===== src/rtl/imem_loader_pkg.sv =====
// Shared definitions for the instruction-memory loader and the memory it feeds.
package imem_loader_pkg;

   localparam int unsigned MEM_BYTES_DEFAULT = 128;

   typedef enum logic [2:0] {
      ST_IDLE      = 3'd0,
      ST_CHECK     = 3'd1,
      ST_WAIT_WORD = 3'd2,
      ST_WRITE     = 3'd3,
      ST_FINISH    = 3'd4,
      ST_FAIL      = 3'd5
   } state_e;

   // Little-endian byte lane select: idx 0 is bits [7:0].
   function automatic logic [7:0] word_byte(input logic [31:0] word, input logic [1:0] idx);
      return word[{idx, 3'b000} +: 8];
   endfunction

endpackage


===== src/rtl/imem_byte_serializer.sv =====
// Holds one 32-bit word and presents its bytes LSB-first, one per advance.
// byte_o is registered and returns to zero on clear.
module imem_byte_serializer
   import imem_loader_pkg::*;
(
   input  logic        clk_i,
   input  logic        rst_ni,
   input  logic        load_i,
   input  logic        next_i,
   input  logic        clear_i,
   input  logic [31:0] word_i,
   output logic [7:0]  byte_o,
   output logic        last_o
);

   logic [31:0] word_q;
   logic [1:0]  idx_q;
   logic [7:0]  byte_q;

   // Load presents byte 0 immediately; each advance steps to the next lane.
   always_ff @(posedge clk_i) begin
      if (!rst_ni) begin
         word_q <= '0;
         idx_q  <= '0;
         byte_q <= '0;
      end else if (clear_i) begin
         idx_q  <= '0;
         byte_q <= '0;
      end else if (load_i) begin
         word_q <= word_i;
         idx_q  <= '0;
         byte_q <= word_byte(word_i, 2'd0);
      end else if (next_i) begin
         idx_q  <= idx_q + 2'd1;
         byte_q <= word_byte(word_q, idx_q + 2'd1);
      end
   end

   assign byte_o = byte_q;
   assign last_o = (idx_q == 2'd3);

endmodule


===== src/rtl/imem_loader.sv =====
// Writes a stream of 32-bit instruction words into a byte-addressed memory,
// little-endian, one byte per cycle, after bounds-checking the request.
module imem_loader
   import imem_loader_pkg::*;
#(
   parameter int unsigned MEM_BYTES = MEM_BYTES_DEFAULT,
   parameter int unsigned ADDR_W    = 64,
   parameter int unsigned CNT_W     = 6
) (
   input  logic              clk,
   input  logic              rst_n,
   input  logic              start,
   input  logic [ADDR_W-1:0] base_addr,
   input  logic [CNT_W-1:0]  word_count,
   input  logic              in_valid,
   input  logic [31:0]       in_data,
   output logic              in_ready,
   output logic              mem_we,
   output logic [ADDR_W-1:0] mem_addr,
   output logic [7:0]        mem_wdata,
   output logic              busy,
   output logic              done,
   output logic              error
);

   state_e              state_q;
   logic [ADDR_W-1:0]   cur_addr_q;
   logic [CNT_W-1:0]    words_left_q;
   logic                in_ready_q;
   logic                mem_we_q;
   logic [ADDR_W-1:0]   mem_addr_q;
   logic                busy_q;
   logic                done_q;
   logic                error_q;

   logic                ser_load;
   logic                ser_next;
   logic                ser_clear;
   logic                ser_last;
   logic [7:0]          ser_byte;
   logic [ADDR_W:0]     end_addr;
   logic                out_of_range;

   // One extra bit keeps base + 4*count from wrapping.
   always_comb begin
      end_addr     = {1'b0, cur_addr_q} + ({{(ADDR_W + 1 - CNT_W){1'b0}}, words_left_q} << 2);
      out_of_range = end_addr > (ADDR_W + 1)'(MEM_BYTES);
   end

   assign ser_load  = (state_q == ST_WAIT_WORD) && in_valid && in_ready_q;
   assign ser_next  = (state_q == ST_WRITE) && !ser_last;
   assign ser_clear = (state_q == ST_WRITE) && ser_last;

   imem_byte_serializer u_ser (
      .clk_i   (clk),
      .rst_ni  (rst_n),
      .load_i  (ser_load),
      .next_i  (ser_next),
      .clear_i (ser_clear),
      .word_i  (in_data),
      .byte_o  (ser_byte),
      .last_o  (ser_last)
   );

   // Load FSM; cur_addr_q/words_left_q double as the latched base and count.
   always_ff @(posedge clk) begin
      if (!rst_n) begin
         state_q      <= ST_IDLE;
         cur_addr_q   <= '0;
         words_left_q <= '0;
         in_ready_q   <= 1'b0;
         mem_we_q     <= 1'b0;
         mem_addr_q   <= '0;
         busy_q       <= 1'b0;
         done_q       <= 1'b0;
         error_q      <= 1'b0;
      end else begin
         done_q  <= 1'b0;
         error_q <= 1'b0;
         case (state_q)
            ST_IDLE: begin
               if (start) begin
                  cur_addr_q   <= base_addr;
                  words_left_q <= word_count;
                  busy_q       <= 1'b1;
                  state_q      <= ST_CHECK;
               end
            end
            ST_CHECK: begin
               if (cur_addr_q[1:0] != 2'b00) begin
                  error_q <= 1'b1;
                  state_q <= ST_FAIL;
               end else if (out_of_range) begin
                  error_q <= 1'b1;
                  state_q <= ST_FAIL;
               end else if (words_left_q == '0) begin
                  done_q  <= 1'b1;
                  state_q <= ST_FINISH;
               end else begin
                  in_ready_q <= 1'b1;
                  state_q    <= ST_WAIT_WORD;
               end
            end
            ST_WAIT_WORD: begin
               if (in_valid && in_ready_q) begin
                  in_ready_q <= 1'b0;
                  mem_we_q   <= 1'b1;
                  mem_addr_q <= cur_addr_q;
                  cur_addr_q <= cur_addr_q + ADDR_W'(1);
                  state_q    <= ST_WRITE;
               end
            end
            ST_WRITE: begin
               if (!ser_last) begin
                  mem_addr_q <= cur_addr_q;
                  cur_addr_q <= cur_addr_q + ADDR_W'(1);
               end else begin
                  mem_we_q     <= 1'b0;
                  words_left_q <= words_left_q - CNT_W'(1);
                  if (words_left_q == CNT_W'(1)) begin
                     done_q  <= 1'b1;
                     state_q <= ST_FINISH;
                  end else begin
                     in_ready_q <= 1'b1;
                     state_q    <= ST_WAIT_WORD;
                  end
               end
            end
            ST_FINISH, ST_FAIL: begin
               busy_q  <= 1'b0;
               state_q <= ST_IDLE;
            end
            default: begin
               busy_q  <= 1'b0;
               state_q <= ST_IDLE;
            end
         endcase
      end
   end

   assign in_ready  = in_ready_q;
   assign mem_we    = mem_we_q;
   assign mem_addr  = mem_addr_q;
   assign mem_wdata = ser_byte;
   assign busy      = busy_q;
   assign done      = done_q;
   assign error     = error_q;

endmodule


===== config.mk =====
export PLATFORM = sky130hd
export DESIGN_NAME = imem_loader
export DESIGN_NICKNAME = d
export VERILOG_FILES = /design/src/rtl/imem_loader_pkg.sv /design/src/rtl/imem_byte_serializer.sv /design/src/rtl/imem_loader.sv
export SDC_FILE = /design/constraint.sdc
export NUM_CORES = 1
export LEC_CHECK = 0
export ABC_AREA = 0
export CAP_MARGIN = 20
export CORE_ASPECT_RATIO = 1.2
export CORE_MARGIN = 3
export CORE_UTILIZATION = 49
export DETAILED_ROUTE_END_ITERATION = 12
export HOLD_SLACK_MARGIN = 0.12
export PLACE_DENSITY = 0.85
export SLEW_MARGIN = 20
export SYNTH_ARGS = -nofsm -noshare
export SYNTH_HDL_FRONTEND = slang
export SYNTH_SLANG_ARGS = --single-unit

===== constraint.sdc =====
create_clock -name clk -period 3.28 [get_ports clk]
set_input_delay 0.82 -clock clk [delete_from_list [all_inputs] [get_ports clk]]
set_output_delay 0.82 -clock clk [all_outputs]
set_load 0.01 [all_outputs]

==> metrics.md <==
| Metric | Value |
|---|---|
| Outcome | `complete, no violations` |
| Post-route antenna net violation count | `0` |
| Top-Level Pins | `183` |
| Wire length per cell | `approximately 21 um` |
| RePlAce Congestion | `0.997` |
| Hold path start | `mem_addr[35]$_SDFFE_PN0P_` |
| Vias post-DR | `12500` |
| Synthesized cell area | `11000 um2` |
| Slew HR | `26.5%` |
| Antenna Cells | `0` |
| Pleak | `5.25 nW` |
| Hold Fails Final Rpt | `0` |
| Worst hold slack | `0.464 ns` |
| FFs w/ async S/R, synth | `0%` |
| Die Area | `24300 um2` |
| Clock slew at reported path FFs | `0.09 ns` |
| Post-synth top flop | `dfxtp_1` |
| Setup crit start kind | `flop` |
| Seq/Total Area, Yosys | `between 30 and 40%` |
| GR Overflow Total | `0` |
| Crit. End Element | `flop` |
| Final worst slack | `0.0464 ns` |
| Vias per std cell | `just over 6` |
| Maximum vdd drop | `0.000340 V` |
| Count leader, synth | `nand2_1` |
| Clk_skew | `0.0185 ns` |
| Synth Warn # | `0` |
| Syn Nets | `1643` |
| Max Slew Vio Count | `0` |
| Die height | `170 um` |
| Cell row count | `just under 60` |
| Min Tclk post-route | `3.23 ns` |
| Endpoints failing setup | `0` |
| Period utilization | `98.6%` |
| Number of synthesized flops with an enable pin | `0` |
| H-tree lvl count | `4` |
| FF+latch count, synth | `184` |
| Syn_area_per_cell | `7.23 um2` |
| Cell count after synthesis | `approximately 1500` |
| Worst-Skew Late Latency | `0.46 ns` |
| CTS tree | `done` |
| Synth top area cells | `dfxtp_1, nand2_1, a21boi_0, o21ai_0, nor2_1` |
| Core area | `~22000 um2` |
| All-Layer GR Usage | `34.4%` |
| Drt first-iter violations | `approximately 1200` |
| Global-route wire length before repair | `between 60 and 70 mm` |
| Detail Placement HPWL | `~32 mm` |
| Fmax | `~310 MHz` |
| Port Buffer Count | `between 150 and 200` |
| Crit path max fanout | `5` |
| Pre-antenna DRT Iters | `8` |
| Worst reg2reg path startpoint | `words_left_q[0]$_SDFFE_PN0P_` |
| Sink Count | `184` |
| Vias in the first global route | `11900` |
| Worst slew pin tran | `1.10 ns` |
| Area growth, synth to finish | `35.1%` |
| Req. time, crit path | `3.67 ns` |
| Layout cells sized above 1 | `15.6%` |
| Crit path from | `words_left_q[0]$_SDFFE_PN0P_` |
| Final wirelength | `around 43 mm` |
| Pin count of the biggest net entering global routing | `between 100 and 150` |
| Max-Cap Viols | `0` |
| Yosys top cell by area | `dfxtp_1` |
| CP Class | `flop to flop` |
| Initial Utilization | `50.3%` |
| Synth top cells by count | `nand2_1, dfxtp_1, nor2_1` |
| Pre-CTS setup slack | `-0.186 ns` |
| Die extent in x | `approximately 140 um` |
| Critical path data arrival time | `3.62 ns` |
| Clock Path Buffers | `2` |
| Hold WC Path Type | `flop to flop` |
| Post-CTS Hold Buffers | `0` |
| CTS root buf | `clkbuf_16` |
| Distinct cells, synth | `just under 70` |
| Synth top area share | `33.4%` |
| DRC viols | `0` |
| Final nets | `1885` |
| Total CTS buffers | `17` |
| Initial antenna violation count | `0` |
| RSZ-0062 raised after global routing | `true` |
| Pwr/cell area | `413 nW/um2` |
-- layout make-up --
cell class	count	area (um2)
Fill cell	1845	7030
Multi-Input combinational cell	1183	6880
Sequential cell	184	3690
Timing Repair Buffer	359	3240
Clock buffer	17	425
Tap cell	274	343
Clock inverter	15	236
Inverter	22	82.6
-- layer usage --
| layer | global-route usage [%] | share of wire (%) | wire length [um] | up-vias |
|---|---|---|---|---|
| met2 | 57.3 | 48 | 20500 | 583 |
| met5 | 0 | 0 | 0 | - |
| met3 | 6.04 | 7.3 | 3150 | 116 |
| met4 | 14.3 | 4.3 | 1870 | 0 |
| li1 | - | - | - | 5889 |
| met1 | 43.8 | 41 | 17400 | 5919 |
-- where the power goes --
group	total [mW]	leakage [nW]	internal [mW]	switching, mW
registers	2.56	1.50	2.35	0.209
clock network	2.32	0.319	1.10	1.22
logic	1.28	3.43	0.606	0.669
-- flip-flops by register name, summed over array words and instances (netlist names) --
| signal | flops |
|---|---|
| done | 1 |
| state_q | 3 |
| busy | 1 |
| words_left_q | 6 |
| cur_addr_q | 64 |
| u_ser.word_q | 32 |
| mem_we | 1 |
| mem_addr | 64 |
| u_ser.byte_o | 8 |
| error | 1 |
| u_ser.idx_q | 2 |
| in_ready | 1 |
-- final timing paths --
kind | to | slack [ns] | cells after the start
max | done$_SDFF_PN0_ | 0.05 | 17
min | mem_addr[35]$_SDFFE_PN0P_ | 0.46 | 2
max reg2reg | done$_SDFF_PN0_ | 0.05 | 17
min reg2reg | mem_addr[35]$_SDFFE_PN0P_ | 0.46 | 2
-- logic make-up (layout without fill, tap and decap cells) --
| family | count (synthesis) | in the layout | share of synthesized area [%] |
|---|---|---|---|
| mux | 14 | 14 | 2.19 |
| buf+inv | 158 | 413 | 5.73 |
| compound gates | 415 | 415 | 24.3 |
| simple gates | 719 | 719 | 31.1 |
| xor+xnor | 23 | 23 | 1.83 |
| fa+ha+maj | 12 | 12 | 1.43 |
| flops | 184 | 184 | 33.4 |
-- timing repair --
action,4_1_cts,5_1_grt
pin swaps,6,15
gates resized for setup,15,22
buffers inserted,3,3
setup endpoints to repair,6,6
endpoints found under the hold margin,0,0
-- critical path: stages, from the launching register on --
cell	delay, ns
dfxtp_2	0.37
ha_4	0.15
inv_2	0.04
fa_2	0.37
nor2b_2	0.15
o31a_1	0.14
buf_6	0.13
buf_6	0.09
o2111ai_2	0.10
buf_6	0.18
nor2_4	0.10
xnor2_2	0.13
nand4_1	0.17
nor4_2	0.32
nand4_1	0.11
buf_4	0.17
or3_1	0.30
a21oi_1	0.12
-- layout by cell type (no fill, tap or decap), types with 6 or more instances in the layout --
master | netlist | routed
a21boi_0 | 100 | 100
a22oi_1 | 15 | 14
clkdlybuf4s50_1 | 0 | 181
xnor2_1 | 21 | 20
nand3_1 | 42 | 42
a41oi_1 | 9 | 9
inv_12 | 0 | 6
and2_1 | 27 | 27
o221a_2 | 11 | 11
o31ai_1 | 11 | 10
nor3_1 | 48 | 46
o22ai_1 | 13 | 12
a21oi_1 | 96 | 96
and3_1 | 13 | 13
o21ai_0 | 101 | 99
nor2_1 | 130 | 125
nand4_1 | 56 | 56
dfxtp_1 | 184 | 181
mux4_2 | 8 | 8
buf_4 | 3 | 168
clkbuf_16 | 0 | 17
nor4_1 | 20 | 16
ha_1 | 11 | 10
a31oi_1 | 7 | 7
inv_1 | 22 | 21
or3_1 | 11 | 11
a211oi_1 | 11 | 9
nand2_1 | 304 | 303
and4_1 | 16 | 16
buf_12 | 0 | 6
nor2b_1 | 17 | 16
-- metrics by stage --
stage	utilization [%]	instance area (um2)	cells	TNS [ns]	total power, mW
floorplan	-	11000	1525	0	3.24
finish	67.9	14900	2054	0	6.15
CTS	67.4	14800	2051	0	6.10
global placement	64.0	14000	2016	-0.361	3.80
global route	67.9	14900	2054	-0.199	6.36
detailed placement	64.0	14000	2016	-0.647	3.82
Note: power is estimated with default switching activity, not from simulation.
